==> config.mk <==
export PLATFORM = sky130hd
export DESIGN_NAME = dc_volt_monitor
export DESIGN_NICKNAME = d
export VERILOG_FILES = /design/src/rtl/dc_volt_monitor.sv
export SDC_FILE = /design/constraint.sdc
export NUM_CORES = 1
export LEC_CHECK = 0
export CORE_MARGIN = 5
export CORE_UTILIZATION = 55
export CTS_CLUSTER_DIAMETER = 100
export DETAILED_ROUTE_END_ITERATION = 16
export GPL_TIMING_DRIVEN = 0
export PLACE_DENSITY = 0.86
export SYNTH_ARGS = -nofsm -noshare
export SYNTH_HDL_FRONTEND = slang
export SYNTH_SLANG_ARGS = --single-unit
==> constraint.sdc <==
create_clock -name clk -period 4.7 [get_ports clk]
set_clock_uncertainty 0.2 [all_clocks]
set_input_delay 0.705 -clock clk [delete_from_list [all_inputs] [get_ports clk]]
set_output_delay 0.705 -clock clk [all_outputs]
set_load 0.01 [all_outputs]
==> src/rtl/dc_volt_monitor.sv <==
// dc_volt_monitor: calibrates multiplexed DC-link ADC samples and raises debounced per-channel OV/UV flags.
module dc_volt_monitor #(
    parameter int W     = 12,
    parameter int NCH   = 4,
    parameter int CHW   = 2,
    parameter int DEB_N = 3
) (
    input  logic             clk,
    input  logic             rst,
    input  logic             data_valid,
    input  logic [CHW-1:0]   data_ch,
    input  logic [W-1:0]     sample_data,
    input  logic [10:0]      cal_gain,
    input  logic [W-1:0]     cal_offset,
    input  logic [W-1:0]     ov_set,
    input  logic [W-1:0]     ov_clr,
    input  logic [W-1:0]     uv_set,
    input  logic [W-1:0]     uv_clr,
    input  logic             fault_clr,
    output logic [W-1:0]     volt_out,
    output logic [CHW-1:0]   volt_ch,
    output logic             volt_valid,
    output logic [NCH-1:0]   ov,
    output logic [NCH-1:0]   uv,
    output logic             ov_latch,
    output logic             uv_latch
);
    localparam logic [3:0] DEB = 4'(DEB_N);

    logic                s1_valid;
    logic [CHW-1:0]      s1_ch;
    logic [W:0]          s1_prod;
    logic signed [W+1:0] sum;
    logic [W-1:0]        sat;
    logic                ovc;
    logic                uvc;
    logic [3:0]          ov_cnt [NCH];
    logic [3:0]          uv_cnt [NCH];

    function automatic logic [3:0] bump(input logic cond, input logic [3:0] cnt);
        return cond ? (cnt == DEB ? DEB : cnt + 4'd1) : 4'd0;
    endfunction

    // Two extra sign bits keep the offset add exact before clamping.
    always_comb begin
        sum = $signed({1'b0, s1_prod}) + $signed({{2{cal_offset[W-1]}}, cal_offset});
        sat = sum[W+1] ? '0 : sum[W] ? '1 : sum[W-1:0];
        ovc = volt_out > ov_set;
        uvc = !ovc && volt_out < uv_set;
    end

    always_ff @(posedge clk or posedge rst) begin
        if (rst) begin
            s1_valid   <= 1'b0;
            s1_ch      <= '0;
            s1_prod    <= '0;
            volt_valid <= 1'b0;
            volt_ch    <= '0;
            volt_out   <= '0;
        end else begin
            s1_valid   <= data_valid && int'(data_ch) < NCH;
            s1_ch      <= data_ch;
            s1_prod    <= (W+1)'(((W+11)'(sample_data) * (W+11)'(cal_gain)) >> 10);
            volt_valid <= s1_valid;
            if (s1_valid) begin
                volt_out <= sat;
                volt_ch  <= s1_ch;
            end
        end
    end

    // Counters live in registers read the cycle after each write, so back-to-back samples never lose a count.
    always_ff @(posedge clk or posedge rst) begin
        if (rst) begin
            ov       <= '0;
            uv       <= '0;
            ov_latch <= 1'b0;
            uv_latch <= 1'b0;
            for (int c = 0; c < NCH; c++) begin
                ov_cnt[c] <= 4'd0;
                uv_cnt[c] <= 4'd0;
            end
        end else begin
            ov_latch <= |ov || (ov_latch && !fault_clr);
            uv_latch <= |uv || (uv_latch && !fault_clr);
            for (int c = 0; c < NCH; c++) begin
                if (volt_valid && int'(volt_ch) == c) begin
                    ov_cnt[c] <= bump(ovc, ov_cnt[c]);
                    uv_cnt[c] <= bump(uvc, uv_cnt[c]);
                    ov[c]     <= bump(ovc, ov_cnt[c]) == DEB || (ov[c] && volt_out >= ov_clr);
                    uv[c]     <= bump(uvc, uv_cnt[c]) == DEB || (uv[c] && volt_out <= uv_clr);
                end
            end
        end
    end
endmodule

==> impl_metrics.json <==
{
  "place_ws_ps": -1567,
  "crit_end": "s1_prod[10]",
  "grt_antenna_before_repair": 0,
  "timing_worst_setup_path_type": "in -> reg",
  "cp.depth": 18,
  "io_buffers": 112,
  "syn-instance-count": 1024,
  "antennaDiodeCount": 0,
  "rsz0062_at_grt": "yes",
  "crit_top_cell": "fa_1",
  "clock_path_buffers": 2,
  "syn-num-nets": 1328,
  "ys_types": 51,
  "slew_headroom_pct": 36.16,
  "peakVddDrop_uv": 264.5,
  "root_buffer": "clkbuf_16",
  "setup_ws_ps": -684.4,
  "cts_tree": "yes",
  "required_ps": 4760,
  "finalPower_uw": 6247,
  "yosys.area_share.simple_pct": 17.62,
  "via_count": 7940,
  "pin_count": 114,
  "h-tree-depth": 3,
  "reg2reg_depth": 9,
  "drc": 0,
  "place_congestion": 0.8670,
  "routed_wl_um": 23740,
  "insertion_delay_ps": 340,
  "synth_area_mm2": 0.008969,
  "endpoint_kind": "flop",
  "synth_edf_count": 0,
  "drive_gt1_share_pct": 17.35,
  "antenna_left": 0,
  "path_max_fanout": 4,
  "r2r-start": "volt_out[9]",
  "globalRouteTotalUtil_pct": 25.29,
  "core_mm2": 0.01594,
  "synth_warnings": 0,
  "p_leak_uw": 0.005984,
  "yosysTopAreaCell": "dfrtp_1",
  "setup_viol": 13,
  "finalHoldViolCount": 0,
  "cts.sinks": 73,
  "period_needed_ps": 5384,
  "dpl_cell_area_mm2": 0.01076,
  "slew_viol_final": 0,
  "die_x_um": 137.7,
  "yosysMostFrequentCell": "inv_1",
  "dp_hpwl_um": 17230,
  "failed_checks": "setup timing",
  "crit_family": "adder cells",
  "cp-startpoint": "cal_gain[5]",
  "die_h_um": 137.7,
  "grt_pass1_vias": 8213,
  "cp-start-kind": "input port",
  "status": "finished, violations left",
  "synth_top_area_share_pct": 20.37,
  "synth_xor_area_share_pct": 1.855,
  "postLayoutCellArea_mm2": 0.01181,
  "worst_pin_slew_ps": 948.9,
  "drtIter0Drc": 377,
  "post_drt_wl_per_cell_um": 16.58,
  "slowest_delay_ps": 600,
  "path_cells": "buf_8 > clkbuf_16 > buf_8 > and2_4 > fa_1 > fa_1 > fa_1 > fa_1 > inv_1 > fa_1 > inv_2 > ha_4 > a21o_1 > or3_4 > o211ai_2 > or3b_4 > a21oi_2 > xnor2_1",
  "grt_pass1_wl_um": 37900,
  "dieArea_mm2": 0.01896,
  "fmax_mhz": 185.7,
  "synthAdderAreaFrac_pct": 37.78,
  "vias_per_cell": 5.545,
  "r2r_setup_slack_ps": 1660,
  "grt_max_degree": 74,
  "cpMaxStageDelayCell": "fa_1",
  "drt_first_pass_iters": 4,
  "clk_pin_slew_ps": 60,
  "synthTopCellsByCount": "inv_1 (180), ha_1 (126), nand2_1 (111), fa_1 (89), dfrtp_1 (73)",
  "maxCapViolCount": 0,
  "syn_avg_cell_area_um2": 8.758,
  "grt_overflow": 0,
  "p_per_area_mw_per_mm2": 528.9,
  "dpl.cell_count": 1352,
  "synthFlopType": "dfrtp_1",
  "row_count": 46,
  "cp_data_arrival_time_ps": 5450,
  "ys_top_cells_by_area": "dfrtp_1 (20%), fa_1 (20%), ha_1 (18%), inv_1 (7.5%), nand2_1 (4.6%)",
  "hold_class": "reg -> reg",
  "fin_nets": 1515,
  "synth-async-reset-ratio_pct": 100.0,
  "n_fill_cell": 1104,
  "numCtsBuffers": 9,
  "fin_util_pct": 74.08,
  "timing.rr.end": "ov_cnt[0]",
  "synthMuxAreaShare_pct": 0.3627,
  "synth_compound_area_share_pct": 12.71,
  "syn_to_final_growth_pct": 31.68,
  "start_util_pct": 56.25,
  "synth_top_family_by_area": "adder cells",
  "cp_num_buf_inv": 5,
  "ys_ff_latch": 73,
  "fin_crit_sh_pct": 114.6,
  "yosysSeqAreaShare_pct": 20.37,
  "fin_cells": 1432
}
-- worst register-to-register path, delay by kind of cell, from the launching register on --
family          cells  cell delay [ps]
compound gates      6              950
buf+inv             2              880
flops               1              500
fa+ha+maj           1              360
-- routing by layer --
metal	track usage (%)	vias to the layer above	wire length [um]
li1	-	3740	-
met1	29.63	3775	9150
met2	45.61	341	11860
met3	4.346	84	1762
met4	10.54	0	967
met5	0	-	0
-- logic make-up after synthesis --
group,Yosys count
adders and majority gates,218
DFF,73
AOI/OAI and AO/OA,172
muxes,3
buffers and inverters,221
xor gates and xnor gates,19
and+or+nand+nor,318
-- how the worst min path moves through the flow --
stage                       endpoint  depth (start not counted)  slack [ps]      from
after floorplan           volt_valid                          0         150  s1_valid
after global placement    volt_valid                          0         160  s1_valid
after detailed placement  volt_valid                          0         160  s1_valid
after CTS                 volt_valid                          0         170  s1_valid
after global routing      volt_valid                          0         200  s1_valid
final                     volt_valid                          0         170  s1_valid
-- state kept, by name (all words and copies together) (netlist names) --
name / count
volt_valid: 1
uv_cnt: 16
s1_ch: 2
volt_out: 12
ov: 4
s1_valid: 1
ov_latch: 1
ov_cnt: 16
volt_ch: 2
uv_latch: 1
s1_prod: 13
uv: 4
-- power breakdown --
group | total (uW) | internal (uW) | switching (uW) | leakage [uW]
clock | 749 | 481 | 269 | 0.000159
sequential | 1200 | 909 | 286 | 0.000905
combinational | 4300 | 2120 | 2180 | 0.00492
total | 6250 | 3510 | 2740 | 0.00598
-- cell usage in the layout, fill, tap and decap left out, types with 12 or more instances in the layout --
cell type,n
buf_6,21
o21ai_0,15
nand2_1,94
nor3_1,19
nand2b_1,15
inv_2,12
buf_4,48
clkbuf_16,16
and2_4,17
clkbuf_1,16
dfrtp_1,73
fa_1,78
nor2b_1,19
o21ai_1,17
ha_1,115
o41ai_1,15
o31ai_1,14
inv_1,168
nor2_1,42
a21o_1,28
nand4_1,12
o22ai_1,13
xnor2_1,15
a21oi_1,33
and2_1,44
nand3_1,15
clkdlybuf4s50_1,92
-- timing repair --
action	4_1_cts	5_1_grt
setup buffers	56	8
hold buffers	0	0
setup endpoints to repair	13	13
gates resized for setup	132	35
pin swaps	47	35
-- layout make-up --
class                   count  area (um^2)  share of cell area, %
multi-input cells         730         6623                  56.08
flip-flops and latches     73         1827                  15.47
repair buffers            176         1642                  13.90
inverters                 181        681.9                  5.774
plain buffers              40        437.9                  3.708
well taps                 216        270.3                  2.288
clock buffers              10        239.0                  2.024
clock inverters             6        90.09                 0.7628
-- through the flow --
| step | setup TNS [ps] | hold slack [ps] |
|---|---|---|
| final | -5119 | 174.6 |
| after floorplan | -3999 | 151.9 |
| after detailed placement | -13870 | 157.4 |
| after global routing | -7307 | 197.2 |
| after global placement | -13140 | 157.0 |
| after CTS | -5780 | 170.9 |
No activity file was read; power rests on OpenSTA's default activity.
